`src/rtl/arbiter_rr_burst_if.sv`:
```
// Client/SDRAM-controller bundle around arbiter_rr_burst.
// The slave modport is the arbiter's view. The master modport is the environment: clients plus the controller.
interface arbiter_rr_burst_if #(
  parameter int N   = 4,
  parameter int IDN = 2,
  parameter int AN  = 24,
  parameter int DN  = 16
);
  logic [N-1:0]    req;
  logic [N-1:0]    wr;
  logic [N*AN-1:0] addr;
  logic [N*DN-1:0] wdata;
  logic [N-1:0]    ack;
  logic [N-1:0]    rvalid;
  logic [DN-1:0]   rdata;
  logic            mem_req;
  logic            mem_wr;
  logic [AN-1:0]   mem_addr;
  logic [DN-1:0]   mem_data;
  logic [IDN-1:0]  mem_id;
  logic            mem_ack;
  logic            mem_valid;
  logic [DN-1:0]   mem_rdata;
  logic [IDN-1:0]  mem_rid;
  logic            busy;

  modport slave (
    input  req, wr, addr, wdata, mem_ack, mem_valid, mem_rdata, mem_rid,
    output ack, rvalid, rdata, mem_req, mem_wr, mem_addr, mem_data, mem_id, busy
  );

  modport master (
    output req, wr, addr, wdata, mem_ack, mem_valid, mem_rdata, mem_rid,
    input  ack, rvalid, rdata, mem_req, mem_wr, mem_addr, mem_data, mem_id, busy
  );
endinterface

```
`src/rtl/arbiter_rr_burst.sv`:
```
// Round-robin, burst-locking arbiter in front of the single SDRAM request port.
// Tagged read returns are steered back to the client that issued them.
module arbiter_rr_burst #(
  parameter int N     = 4,
  parameter int IDN   = 2,
  parameter int AN    = 24,
  parameter int DN    = 16,
  parameter int BURST = 8
) (
  input  logic                clkSYS,
  input  logic                n_reset,
  arbiter_rr_burst_if.slave   bus
);
  localparam int CN = $clog2(BURST + 1);

  localparam logic [0:0] IDLE  = 1'b0;
  localparam logic [0:0] GRANT = 1'b1;

  logic [0:0]     state;
  logic [IDN-1:0] g;
  logic [IDN-1:0] last;
  logic [CN-1:0]  cnt;
  logic [IDN-1:0] nxt_g;
  logic [IDN-1:0] idx;
  logic           nxt_found;
  logic           granted;
  logic           cur_req;
  logic           accept;
  logic           rel;

  // Scan last+1, last+2, ... (mod N). The first requester found wins.
  always_comb begin
    nxt_g     = '0;
    nxt_found = 1'b0;
    idx       = '0;
    for (int unsigned k = 1; k <= N; k++) begin
      idx = IDN'((32'(last) + k) % N);
      if (!nxt_found && bus.req[idx]) begin
        nxt_g     = idx;
        nxt_found = 1'b1;
      end
    end
  end

  assign granted = (state == GRANT);
  assign cur_req = bus.req[g];
  assign accept  = granted & cur_req & bus.mem_ack;
  assign rel     = granted & (~cur_req | (accept & (cnt == CN'(BURST - 1))));

  assign bus.busy     = granted;
  assign bus.mem_req  = granted & cur_req;
  assign bus.mem_wr   = bus.wr[g];
  assign bus.mem_addr = bus.addr[g*AN +: AN];
  assign bus.mem_data = bus.wdata[g*DN +: DN];
  assign bus.mem_id   = g;

  always_comb begin
    bus.ack = '0;
    if (accept) bus.ack[g] = 1'b1;
  end

  always_ff @(posedge clkSYS or negedge n_reset) begin
    if (!n_reset) begin
      state <= IDLE;
      g     <= '0;
      last  <= IDN'(N - 1);
      cnt   <= '0;
    end else begin
      case (state)
        IDLE: begin
          if (|bus.req) begin
            g     <= nxt_g;
            cnt   <= '0;
            state <= GRANT;
          end
        end
        GRANT: begin
          if (accept) cnt <= cnt + 1'b1;
          if (rel) begin
            last  <= g;
            state <= IDLE;
          end
        end
        default: state <= IDLE;
      endcase
    end
  end

  // The read return is independent of the grant. A tag outside 0..N-1 raises no rvalid.
  always_ff @(posedge clkSYS or negedge n_reset) begin
    if (!n_reset) begin
      bus.rvalid <= '0;
      bus.rdata  <= '0;
    end else begin
      bus.rvalid <= '0;
      if (bus.mem_valid) begin
        if (32'(bus.mem_rid) < N) bus.rvalid[bus.mem_rid] <= 1'b1;
        bus.rdata <= bus.mem_rdata;
      end
    end
  end
endmodule
```
`src/flat_wrapper.sv`:
```
// flat-port wrapper written by rule: the top's interface ports become plain ports
module arbiter_rr_burst_flat 
#(
  parameter int N     = 4,
  parameter int IDN   = 2,
  parameter int AN    = 24,
  parameter int DN    = 16,
  parameter int BURST = 8
)
  (clkSYS, n_reset, bus_req, bus_wr, bus_addr, bus_wdata, bus_mem_ack, bus_mem_valid, bus_mem_rdata, bus_mem_rid, bus_ack, bus_rvalid, bus_rdata, bus_mem_req, bus_mem_wr, bus_mem_addr, bus_mem_data, bus_mem_id, bus_busy);
  arbiter_rr_burst_if #(.N(N), .IDN(IDN), .AN(AN), .DN(DN)) bus_i ();
  input  logic clkSYS;
  input  logic n_reset;
  input wire logic [$bits(bus_i.req)-1:0] bus_req;
  input wire logic [$bits(bus_i.wr)-1:0] bus_wr;
  input wire logic [$bits(bus_i.addr)-1:0] bus_addr;
  input wire logic [$bits(bus_i.wdata)-1:0] bus_wdata;
  input wire logic [$bits(bus_i.mem_ack)-1:0] bus_mem_ack;
  input wire logic [$bits(bus_i.mem_valid)-1:0] bus_mem_valid;
  input wire logic [$bits(bus_i.mem_rdata)-1:0] bus_mem_rdata;
  input wire logic [$bits(bus_i.mem_rid)-1:0] bus_mem_rid;
  output wire logic [$bits(bus_i.ack)-1:0] bus_ack;
  output wire logic [$bits(bus_i.rvalid)-1:0] bus_rvalid;
  output wire logic [$bits(bus_i.rdata)-1:0] bus_rdata;
  output wire logic [$bits(bus_i.mem_req)-1:0] bus_mem_req;
  output wire logic [$bits(bus_i.mem_wr)-1:0] bus_mem_wr;
  output wire logic [$bits(bus_i.mem_addr)-1:0] bus_mem_addr;
  output wire logic [$bits(bus_i.mem_data)-1:0] bus_mem_data;
  output wire logic [$bits(bus_i.mem_id)-1:0] bus_mem_id;
  output wire logic [$bits(bus_i.busy)-1:0] bus_busy;
  assign bus_i.req = bus_req;
  assign bus_i.wr = bus_wr;
  assign bus_i.addr = bus_addr;
  assign bus_i.wdata = bus_wdata;
  assign bus_i.mem_ack = bus_mem_ack;
  assign bus_i.mem_valid = bus_mem_valid;
  assign bus_i.mem_rdata = bus_mem_rdata;
  assign bus_i.mem_rid = bus_mem_rid;
  assign bus_ack = bus_i.ack;
  assign bus_rvalid = bus_i.rvalid;
  assign bus_rdata = bus_i.rdata;
  assign bus_mem_req = bus_i.mem_req;
  assign bus_mem_wr = bus_i.mem_wr;
  assign bus_mem_addr = bus_i.mem_addr;
  assign bus_mem_data = bus_i.mem_data;
  assign bus_mem_id = bus_i.mem_id;
  assign bus_busy = bus_i.busy;
  arbiter_rr_burst #(.N(N), .IDN(IDN), .AN(AN), .DN(DN), .BURST(BURST)) u_core (.clkSYS(clkSYS), .n_reset(n_reset), .bus(bus_i));
endmodule
```
`config.mk`:
```
export PLATFORM = sky130hd
export DESIGN_NAME = arbiter_rr_burst_flat
export DESIGN_NICKNAME = d
export VERILOG_FILES = /design/src/rtl/arbiter_rr_burst_if.sv /design/src/rtl/arbiter_rr_burst.sv /design/src/flat_wrapper.sv
export SDC_FILE = /design/constraint.sdc
export NUM_CORES = 1
export LEC_CHECK = 0
export ABC_AREA = 1
export BUFFER_PORTS_ARGS = -buffer_cell sky130_fd_sc_hd__buf_4
export CAP_MARGIN = 30
export CORE_AREA = 2 2 101 103
export CTS_CLUSTER_DIAMETER = 30
export DETAILED_ROUTE_END_ITERATION = 10
export DIE_AREA = 0 0 103 105
export PLACE_DENSITY = 0.63
export SLEW_MARGIN = 20
export SYNTH_ARGS = -nofsm -noshare
export SYNTH_HDL_FRONTEND = slang
export SYNTH_SLANG_ARGS = --single-unit
```
`constraint.sdc`:
```
create_clock -name clkSYS -period 2.26 [get_ports clkSYS]
set_input_delay 0.339 -clock clkSYS [delete_from_list [all_inputs] [get_ports clkSYS]]
set_output_delay 0.339 -clock clkSYS [all_outputs]
set_load 0.03 [all_outputs]
```
* Yosys cells after proc, flatten, opt, wreduce, memory -nomap -nowiden *
Index checks and enable logic that the tools add are counted.

storage, ports and cells
  bits in registers = 29
  latch bits = 0
  bits in writable memories = 0
  ROM bits = 0
  memories kept = 0

operators by class
  add/sub/neg operators = 5
  $mul = 1
  divide/modulo/power cells = 0
  $lt $le $gt $ge = 8
  eq/ne operators = 3
  shifts and indexed selects = 2
  muxes and demuxes = 31
  bitwise logic cells = 7
  reduce and logical (&&, ||, !) cells = 12

operators with widths
  cell                   number
  $shiftx A96 B8 Y24     1
  $shiftx A64 B7 Y16     1
  $lt A2 B3 Y1 const B   6
  $mux W4                4
  $mux W1                13
  $bmux W1 S2            6
  $mux W2                4
  $pmux W4 S2            1
  $reduce_and A2 Y1      3
  $logic_and A1 B1 Y1    5
  $add A2 B1 Y2 const B  2
  $add A2 B2 Y2 const B  2
  $add A4 B1 Y4 const B  1
  $and A1 B1 Y1          4
  $demux W1 S2           2
  $eq A4 B3 Y1 const B   1
  $ge A2 B1 Y1 const B   2
  $mul A2 B2 Y4 const B  1
  $reduce_or A4 Y1       1
  $logic_not A1 Y1       3
  $ne A2 B1 Y1 const B   1
  $ne A2 B2 Y1 const B   1
  $not A1 Y1             2
  $pmux W1 S2            1
  $or A1 B1 Y1           1

* Logic depth before layout (Yosys ltp) *
Gate-level depths: netlist of the first run.

  depth in word-level cells = 13
  mapped depth = 11
  gate-level depth less buffers = 11

* Worst setup path after synthesis of the first run *
Ideal clock, no wire load.

  path kind = register to output
  start = reg u_core.g[0], in the netlist u_core.bus.mem_id[0]
  end = out bus_ack[3]
  arrival time = 1710 ps
  path slack = 211 ps
  cell stages (with the launch flop) = 8
  path buffers = 1
  path through = dfrtp_1 -> buf_4 -> inv_4 -> nor2_4 -> nand2_2 -> o2111ai_4 -> nand3_4 -> nor2_1

on the way
  longest elaborated chain between the ends = 5
  elaborated cells on any way between the ends = 10
  classes of those cells = order compare: 2; mux: 5; bitwise: 2; reduce/logical: 1

ends and longest elaborated chain
  element                                                               RTL line                                        source
  start: declaration                                                    arbiter_rr_burst.sv:20                          logic [IDN-1:0] g;
  start signal: assignment                                              arbiter_rr_burst.sv:72                          g <= nxt_g;
  $lt A2 B3 Y1 (implied by the code), or another cell as far along      arbiter_rr_burst.sv:59                          if (accept) bus.ack[g] = 1'b1;
  $logic_and A1 B1 Y1 (implied by the code) or $mux W1 (tied branches)  arbiter_rr_burst.sv:59, arbiter_rr_burst.sv:46
  $mux W1 (implied by the code) or $and A1 B1 Y1 (tied branches)        arbiter_rr_burst.sv:59, arbiter_rr_burst.sv:47
  $demux W1 S2 or $and A1 B1 Y1 (tied branches)                         -
  $mux W4 (*)                                                           arbiter_rr_burst.sv:59
  end: declaration                                                      flat_wrapper.sv:22                              output wire logic [$bits(bus_i.ack)-1:0] bus_ack;

Mark *: on every way between the ends. The rest lies on a longest branch, timed or not. The select of a mux whose other input is x is not followed.

* Final worst setup path of the first run *
  start = reg u_core.g[1], in the netlist u_core.bus.mem_id[1]
  end = out bus_mem_data[4]

on the way
  longest elaborated chain between the ends = 1

ends and longest elaborated chain
  element             RTL line                source
  $shiftx A64 B7 Y16  arbiter_rr_burst.sv:54  assign bus.mem_data = bus.wdata[g*DN +: DN];
  end: declaration    flat_wrapper.sv:28      output wire logic [$bits(bus_i.mem_data)-1:0] bus_mem_data;

Every way passes these cells.

==> results of run 1 <==
## area by class of cell
type,instances,area share
Timing Repair Buffer,273,0.4466
Inverter,17,0.01415
Clock inverter,1,0.006407
Tap cell,133,0.03550
Multi-Input combinational cell,288,0.3230
Sequential cell,29,0.1559
Clock buffer,7,0.01842
## sequential cells by signal (all words and copies together), names as in the netlist
name / flops
u_core.last: 2
u_core.bus.mem_id: 2
u_core.bus.rdata: 16
u_core.cnt: 4
u_core.bus.rvalid: 4
u_core.bus.busy: 1
## per-layer routing
metal,GRT usage,vias to the layer above,share of wire
li1,-,1747,-
met2,0.3451,147,0.50
met4,0.03195,0,0.0081
met5,0,-,0
met3,0.05953,8,0.094
met1,0.2285,1528,0.40
## through the flow
stage          cell area [um^2]  setup WS (ps)  hold slack [ps]  power (W)
2_1_floorplan              2407          210.5            43.41   0.003506
3_3_place_gp               4519          274.2            283.8   0.005153
3_5_place_dp               4519          243.9            285.2   0.005193
4_1_cts                    4647          15.10            228.5   0.005758
5_1_grt                    4687          35.17            236.2   0.006176
6_report                   4687          138.1            239.5   0.005791
## power by group through the flow
stage / registers [W] / logic, W / clock network [W]
after global placement: 0.000788 / 0.00437 / 0
after floorplan: 0.000821 / 0.00268 / 0
final: 0.000787 / 0.00446 / 0.000545
after CTS: 0.000787 / 0.00441 / 0.000560
after detailed placement: 0.000793 / 0.00440 / 0
after global routing: 0.000812 / 0.00478 / 0.000586
## placed cells by master, fill, tap and decap left out, drive strengths merged
| master | n |
|---|---|
| dfrtp | 27 |
| inv | 17 |
| or2 | 1 |
| ha | 1 |
| nor3 | 7 |
| dfstp | 2 |
| nor3b | 1 |
| o21ai | 3 |
| buf | 272 |
| bufinv | 1 |
| dlygate4sd3 | 1 |
| nand3b | 1 |
| o21bai | 1 |
| o2111ai | 1 |
| nor2 | 11 |
| xor2 | 1 |
| o31ai | 1 |
| a22oi | 68 |
| clkbuf | 7 |
| nand3 | 27 |
| nand2 | 160 |
| nand4 | 4 |
## worst max-delay path by stage
stage | start | endpoint | slack [ps] | cells past startpoint
finish | u_core.bus.mem_id[1]$_DFFE_PN0P_ | bus_mem_data[4] | 140 | 7
detailed placement | u_core.bus.mem_id[0]$_DFFE_PN0P_ | bus_mem_addr[20] | 240 | 6
CTS | u_core.bus.mem_id[1]$_DFFE_PN0P_ | bus_mem_addr[20] | 20 | 6
floorplan | u_core.bus.mem_id[0]$_DFFE_PN0P_ | bus_ack[3] | 210 | 7
global placement | u_core.bus.mem_id[0]$_DFFE_PN0P_ | bus_mem_addr[8] | 270 | 6
global route | u_core.bus.mem_id[1]$_DFFE_PN0P_ | bus_mem_data[2] | 40 | 7
## synthesized netlist by cell type
master       n  share of area
nand3_1     26          0.054
nand4_1      4          0.010
nor3b_1      1         0.0031
o2111ai_4    1          0.011
inv_2        6         0.0094
inv_4        1         0.0026
nand3b_1     1         0.0031
nor2_2       1         0.0026
nand2_2      4          0.010
o31ai_2      1         0.0052
buf_4        1         0.0031
nor2_4       3          0.014
inv_1       10          0.016
nor3_2       3          0.012
clkbuf_1    13          0.020
nand3_4      1         0.0073
ha_1         1         0.0052
or2_1        1         0.0026
dfstp_2      2          0.022
o21ai_1      3         0.0062
nor3_1       4         0.0083
buf_6        1         0.0047
buf_1        7          0.011
xor2_1       1         0.0036
o21bai_1     1         0.0031
buf_2        1         0.0021
dfrtp_1     27           0.28
nor2_1       7          0.011
a22oi_1     68           0.21
nand2_1    156           0.24
## cells by family (layout without fill, tap and decap cells)
logic type               count (synthesis)  count (layout)  synth area share
AO/OA/AOI/OAI                           74              74            0.2375
XOR/XNOR                                 1               1          0.003639
adder cells (fa/ha/maj)                  1               1          0.005197
buffers and inverters                   40             298           0.06861
flip-flops                              29              29            0.3025
AND/OR/NAND/NOR                        212             212            0.3825
## timing repair
action,CTS,global route
setup endpoints to repair,18,36
pin swaps,0,1
setup buffers,0,3
hold buffers,1,0
endpoints found under the hold margin,27,0
gates resized for setup,1,2
## worst max-delay path, stage by stage, from the launching register on
cell,delay [ps]
dfrtp_2,450
buf_4,170
nand2_2,110
inv_2,130
buf_4,190
a22oi_1,190
nand2_1,90
buf_4,170
==> impl_metrics.csv, run 1 <==
group,metric,value,unit
min_path,hp-class,"in2reg",
yosys,synth_fp_nets,548,
cts,numCtsBuffers,5,
global_routing,antenna_found_initial,0,
place,io_buffer_count,258,
sta,timing.final.hold_violations,0,
floorplan,row_count,36,
finish,seq_area,730.7,um^2
yosys,yosys_register_bits,29,
global_routing,grt_usage,0.1938,
global_routing,grt_remaining_overflow,0,
finish,n_antenna_cell,0,
floorplan,start_util,0.2497,
finish,finalNetCount,805,
sta,max_freq,471.3,MHz
sta,period_share,0.9389,
min_path,hold_end,"u_core.bus.rvalid[2]$_DFF_PN0_",
sta,slew_headroom,0.6158,
cts,cts.reportedPaths.clkPinSlew,60,ps
status,outcome,"finished, final reports clean",
yosys,syn_area_per_cell,6.743,um^2
detailed_routing,ant_nets,0,
cts,clock_sinks,29,
yosys,ys_seq_area_frac,0.3025,
worst_setup_path,crit_fanout,12,
detailed_routing,drt_iter0_markers,227,
sta,fin_crit,2122,ps
yosys,syn_area,2407,um^2
sta,fin_tns_setup,0,ps
cts,clock_path_buffers,2,
power,ir_worst_vdd,0.6859,mV
cts,htree_levels,2,
detailed_routing,first_pass_iters,4,
finish,postLayoutCoreUtil,0.4862,
finish,multi_input_area,1514,um^2
global_routing,grt_first_pass_wirelength,16690,um
finish,stdcell_count,748,
worst_setup_path,r2r_start,"u_core.last[0]$_DFFE_PN1P_",
power,p_comb_frac,0.770,
detailed_routing,vias,3430,
worst_setup_path,reg2regPathDepth,11,
worst_setup_path,cp.required,1920,ps
floorplan,die_h,105,um
yosys,synth-warning-count,0,
yosys,netlist_instances,357,
worst_setup_path,cp.arrival,1780,ps
floorplan,ioPinCount,259,
worst_setup_path,critPathCaptureType,"output port",
sta,slew_violations,0,
sta,tightest_slew,575.6,ps
cts,clock_latency,270,ps
power,power_frac_seq,0.136,
sta,setup_violations,0,
power,p_leak,2.553,nW
detailed_routing,wl,11300,um
floorplan,die_w,103,um
worst_setup_path,crit_type,"reg2out",
floorplan,coreArea,9639,um^2
sta,clock_skew,1.002,ps
global_routing,grt_max_degree,42,
finish,syn2layout_area_growth,94.70,%
power,switching_share,0.5343,
cts,clock-root-buffer,"clkbuf_8",
finish,drive_gt1_frac,0.4943,
finish,fillers,999,
power,pwr-share-clk,0.094,
detailed_routing,vias_per_cell,4.586,
power,p_int,0.002697,W
min_path,min_from,"bus_mem_rid[0]",
power,p_per_area,1236,nW/um^2
power,p_switching,0.003094,W
cts,cts_tree,"done",
sta,rsz0062_at_grt,"no",
worst_setup_path,ff2ff_setup_slack,630,ps
detailed_routing,post_drt_wl_per_cell,15.11,um
min_path,min_path_cells,2,
worst_setup_path,r2r-end,"u_core.bus.mem_id[0]$_DFFE_PN0P_",
yosys,netlist-cell-type-count,30,
place,post-dp-hpwl,9392,um
place,numPlacedInstances,736,
flow_run,drv_cap,0,
global_routing,grt_pass1_vias,3325,
worst_setup_path,start_kind,"flip-flop",
place,gp_congestion,0.9128,
detailed_routing,drc,0,
floorplan,die-area,10820,um^2
Power figures use the tool's default switching activity.
==> run 2, diff against run 1 <==
Settings changed: CORE_AREA 2 2 101 103 to 2 2 100 102, CTS_BUF_LIST from default to sky130_fd_sc_hd__clkbuf_4, DIE_AREA 0 0 103 105 to 0 0 102 104, PLACE_DENSITY 0.63 to 0.64.
==> impl_metrics.csv, run 2 (synthesis results as in run 1) <==
group,metric,value,unit
cts,cts.reportedPaths.clkPinSlew,100,ps
sta,fin_crit,2121,ps
global_routing,grt_first_pass_wirelength,17410,um
worst_setup_path,start_kind,"flip-flop",
detailed_routing,vias,3525,
global_routing,grt_usage,0.2058,
power,p_leak,2.520,nW
worst_setup_path,path_delay_family,"buffers and inverters",
power,switching_share,0.5591,
detailed_routing,wl,11610,um
finish,final_cell_mix,"269 x buf_4, 156 x nand2_1, 68 x a22oi_1",
finish,syn2layout_area_growth,91.16,%
worst_setup_path,path_buf_inv,3,
sta,fin_ws,138.9,ps
worst_setup_path,slowest_stage,"dfrtp_2",
power,ir_worst_vdd,0.4659,mV
cts,clock_path_buffers,2,
floorplan,die-area,10610,um^2
cts,clock_sinks,29,
place,pre_cts_ws,286.1,ps
sta,max_freq,471.5,MHz
detailed_routing,top_layer,"met4",
cts,clock_latency,320,ps
power,p_comb_frac,0.803,
place,post-dp-hpwl,9396,um
place,io_buffer_count,258,
finish,drive_gt1_frac,0.4951,
sta,slew_headroom,0.6122,
detailed_routing,wl_met2,5545,um
floorplan,die_w,102,um
place,gp_congestion,0.9629,
sta,timing.final.hold_violations,0,
power,p_switching,0.003098,W
global_routing,antenna_found_initial,0,
finish,largest_register,"u_core.bus.rdata",
detailed_routing,drc,0,
global_routing,grt_remaining_overflow,0,
worst_setup_path,cp.required,1920,ps
finish,n_antenna_cell,0,
flow_run,drv_cap,0,
finish,finalNetCount,804,
floorplan,die_h,104,um
floorplan,start_util,0.2521,
finish,layout_commonest_cell,"buf_4",
detailed_routing,ant_nets,0,
sta,clock_skew,5.330,ps
sta,setup_violations,0,
worst_setup_path,critPathCaptureType,"output port",
detailed_routing,post_drt_wl_per_cell,15.54,um
cts,clock-root-buffer,"clkbuf_4",
sta,period_share,0.9385,
worst_setup_path,critPathMaxStageDelay,490,ps
cts,htree_levels,2,
cts,numCtsBuffers,5,
cts,cts_tree,"done",
worst_setup_path,crit_fanout,16,
place,place_area,4497,um^2
finish,stdcell_area,4602,um^2
detailed_routing,drt_iter0_markers,189,
floorplan,ioPinCount,259,
worst_setup_path,crit_type,"reg2out",
sta,slew_violations,0,
finish,reg_top3,"u_core.bus.rdata: 16 flops, u_core.bus.rvalid: 4 flops, u_core.cnt: 4 flops",
min_path,hp-class,"in2reg",
power,p_per_area,1204,nW/um^2
detailed_routing,vias_per_cell,4.719,
detailed_routing,first_pass_iters,4,
floorplan,row_count,36,
sta,fin_tns_setup,0,ps
finish,largest_reg_flops,16,
worst_setup_path,cp.arrival,1780,ps
detailed_routing,wl_met1,4669,um
power,pwr-share-clk,0.057,
sta,tightest_slew,581.0,ps
detailed_routing,wl_met3,1216,um
floorplan,coreArea,9549,um^2
status,outcome,"finished, final reports clean",
global_routing,grt_pass1_vias,3359,
global_routing,grt_max_degree,42,
worst_setup_path,worstPathCellList,"nand2_2, inv_2, buf_4, a22oi_1, nand2_1, buf_4",
power,p_int,0.002444,W
power,power_frac_seq,0.140,
worst_setup_path,cpMostUsedCell,"buf_4",
sta,rsz0062_at_grt,"no",
## run 2: metal layers
layer  track usage  up-vias
met5             0        -
met4       0.04000        0
met3       0.06317       12
met2        0.3473      180
met1        0.2580     1592
li1              -     1741
## run 2: cell type report
cell class	instances	area, um^2
timing repair buffer	272	2069
fill	977	4947
multi-input combinational	288	1514
tap	133	166.4
inverter	17	66.31
clock inverter	2	10.01
clock buffer	6	45.04
sequential	29	730.7
## run 2: power groups by stage
stage                     Combinational (W)  Clock [W]  Sequential, W
after global placement              0.00435          0       0.000787
after floorplan                     0.00268          0       0.000821
after CTS                           0.00440   0.000337       0.000791
after global routing                0.00479   0.000364       0.000792
final                               0.00445   0.000316       0.000775
after detailed placement            0.00439          0       0.000796
## run 2: metrics by stage
stage | total power, W | hold WS, ps | cells | utilization
2_1_floorplan | 0.003506 | 43.41 | 357 | -
3_3_place_gp | 0.005139 | 283.2 | 733 | 0.4709
3_5_place_dp | 0.005181 | 288.5 | 733 | 0.4709
4_1_cts | 0.005529 | 151.3 | 742 | 0.4780
5_1_grt | 0.005941 | 154.1 | 747 | 0.4819
6_report | 0.005542 | 175.4 | 747 | 0.4819
## run 2: repair_timing
| action | in CTS | in global routing |
|---|---|---|
| hold buffers | 1 | 0 |
| gates cloned | 0 | 0 |
| pin swaps | 0 | 1 |
| setup endpoints to repair | 29 | 17 |
| endpoints found under the hold margin | 27 | 0 |
| resized for setup | 2 | 0 |
| buffers inserted | 0 | 5 |
## run 2: final timing paths
| path | from | end | slack, ps | depth (start not counted) |
|---|---|---|---|---|
| setup / recovery | u_core.bus.mem_id[1]$_DFFE_PN0P_ | bus_mem_data[2] | 140 | 6 |
| hold / removal | bus_mem_rid[1] | u_core.bus.rvalid[1]$_DFF_PN0_ | 180 | 2 |
| setup reg to reg | u_core.last[0]$_DFFE_PN1P_ | u_core.bus.mem_id[0]$_DFFE_PN0P_ | 620 | 11 |
| hold reg to reg | u_core.bus.rdata[6]$_DFFE_PN0P_ | u_core.bus.rdata[6]$_DFFE_PN0P_ | 480 | 2 |
| max in group asynchronous | n_reset | u_core.last[0]$_DFFE_PN1P_ | 1480 | 2 |
| min in group asynchronous | n_reset | u_core.bus.rdata[3]$_DFFE_PN0P_ | 460 | 2 |
## run 2: worst reg2reg max path, delay by kind of cell, from the launching register on
family,cells,cell delay [ps]
flops,1,660
buf+inv,1,100
simple gates,10,780
==> run 3, diff against run 2 <==
Settings changed: SETUP_SLACK_MARGIN from default to 0.15.
==> impl_metrics.csv, run 3 (synthesis results as in run 1) <==
group,metric,value,unit
worst_setup_path,path_delay_family,"flip-flops",
sta,period_share,0.9190,
finish,syn2layout_area_growth,93.71,%
detailed_routing,wl,11620,um
global_routing,grt_max_degree,42,
global_routing,grt_usage,0.2068,
sta,rsz0062_at_grt,"yes",
finish,final_cell_mix,"267 x buf_4, 155 x nand2_1, 65 x a22oi_1",
detailed_routing,ant_nets,0,
finish,fillers,971,
worst_setup_path,cp.arrival,1740,ps
cts,cts.reportedPaths.clkPinSlew,100,ps
cts,clock-root-buffer,"clkbuf_4",
finish,seq_area,730.7,um^2
worst_setup_path,reg2regPathDepth,9,
min_path,min_path_cells,2,
finish,drive_gt1_frac,0.5049,
worst_setup_path,cp.required,1920,ps
place,gp_congestion,0.9629,
floorplan,die-area,10610,um^2
place,place_area,4497,um^2
worst_setup_path,slowest_stage,"dfrtp_2",
sta,max_freq,481.5,MHz
cts,clock_sinks,29,
worst_setup_path,path_buf_inv,3,
cts,numCtsBuffers,5,
sta,slew_violations,0,
place,post-dp-hpwl,9396,um
min_path,hp-class,"in2reg",
global_routing,grt_first_pass_wirelength,17510,um
global_routing,antenna_found_initial,0,
sta,tightest_slew,577.1,ps
sta,clock_skew,2.282,ps
worst_setup_path,crit_fanout,16,
sta,setup_violations,0,
worst_setup_path,start_kind,"flip-flop",
finish,reg_top3,"u_core.bus.rdata: 16 flops, u_core.bus.rvalid: 4 flops, u_core.cnt: 4 flops",
global_routing,grt_pass1_vias,3390,
cts,clock_latency,320,ps
finish,largest_reg_flops,16,
cts,htree_levels,2,
worst_setup_path,path_depth,6,
sta,fin_crit,2077,ps
flow_run,drv_cap,0,
floorplan,coreArea,9549,um^2
detailed_routing,drc,0,
power,ir_worst_vdd,0.4665,mV
worst_setup_path,crit_type,"reg2out",
detailed_routing,post_drt_wl_per_cell,15.51,um
worst_setup_path,worstPathCellList,"nand2_2, inv_6, buf_4, a22oi_1, nand2_1, buf_4",
power,p_per_area,1207,nW/um^2
floorplan,die_h,104,um
finish,n_antenna_cell,0,
global_routing,grt_remaining_overflow,0,
finish,multi_input_area,1540,um^2
detailed_routing,drt_iter0_markers,184,
finish,stdcell_area,4663,um^2
worst_setup_path,critPathCaptureType,"output port",
sta,fin_tns_setup,0,ps
worst_setup_path,cpMostUsedCell,"buf_4",
worst_setup_path,critPathMaxStageDelay,490,ps
place,io_buffer_count,258,
finish,finalNetCount,806,
finish,postLayoutCoreUtil,0.4883,
floorplan,ioPinCount,259,
detailed_routing,first_pass_iters,6,
detailed_routing,vias_per_cell,4.717,
finish,layout_commonest_cell,"buf_4",
power,p_leak,2.536,nW
floorplan,die_w,102,um
cts,clock_path_buffers,2,
status,outcome,"finished, final reports clean",
floorplan,start_util,0.2521,
sta,slew_headroom,0.6149,
detailed_routing,vias,3533,
cts,cts_tree,"done",
finish,largest_register,"u_core.bus.rdata",
sta,timing.final.hold_violations,0,
floorplan,row_count,36,
==> run 3: cell types whose count changed in the layout (fill, tap and decap cells not counted), moves of 2 or more <==
cell / change
buf_6: +4
a22oi_1: -3
buf_4: -2
a22oi_2: +3
==> run 3: worst paths after layout <==
| path | from | endpoint | slack (ps) |
|---|---|---|---|
| hold / removal | bus_mem_rid[1] | u_core.bus.rvalid[1]$_DFF_PN0_ | 170 |
| setup reg to reg | u_core.bus.mem_id[1]$_DFFE_PN0P_ | u_core.cnt[3]$_DFFE_PN0P_ | 620 |
| setup / recovery | u_core.bus.mem_id[1]$_DFFE_PN0P_ | bus_mem_data[2] | 180 |
| max in group asynchronous | n_reset | u_core.last[0]$_DFFE_PN1P_ | 1470 |
| hold reg to reg | u_core.bus.rdata[6]$_DFFE_PN0P_ | u_core.bus.rdata[6]$_DFFE_PN0P_ | 480 |
| min in group asynchronous | n_reset | u_core.bus.rdata[3]$_DFFE_PN0P_ | 460 |
==> run 3: routing by layer <==
layer,GRT usage,routed length [um],up-vias
li1,-,-,1748
met1,0.2597,4665,1593
met2,0.3487,5544,176
met3,0.06317,1194,16
met4,0.04000,212,0
met5,0,0,-
==> run 3: cell type report <==
| cell class | count | share of cell area |
|---|---|---|
| timing repair buffer | 274 | 0.4502 |
| clock buffer | 6 | 0.009659 |
| multi-input combinational | 288 | 0.3303 |
| clock inverter | 2 | 0.002146 |
| sequential | 29 | 0.1567 |
| tap | 133 | 0.03569 |
| inverter | 17 | 0.01529 |
==> run 3: power breakdown <==
part	total, W	internal, W	switching (W)
registers	0.000777	0.000630	0.000146
logic	0.00454	0.00173	0.00280
clock network	0.000316	0.000130	0.000185
==> run 3: repair_timing <==
item | 4_1_cts | 5_1_grt
endpoints found under the hold margin | 27 | 0
setup endpoints to repair | 46 | 34
gates resized for setup | 3 | 11
setup buffers | 6 | 1
hold buffers | 1 | 0
pin swaps | 1 | 1
==> run 3: through the flow <==
step	worst slack, ps	total power, W	std cells	hold slack, ps
2_1_floorplan	210.5	0.003506	357	43.41
3_3_place_gp	349.8	0.005139	733	283.2
3_5_place_dp	286.1	0.005181	733	288.5
4_1_cts	141.9	0.005598	748	151.3
5_1_grt	63.05	0.006034	749	154.1
6_report	183.1	0.005631	749	172.3
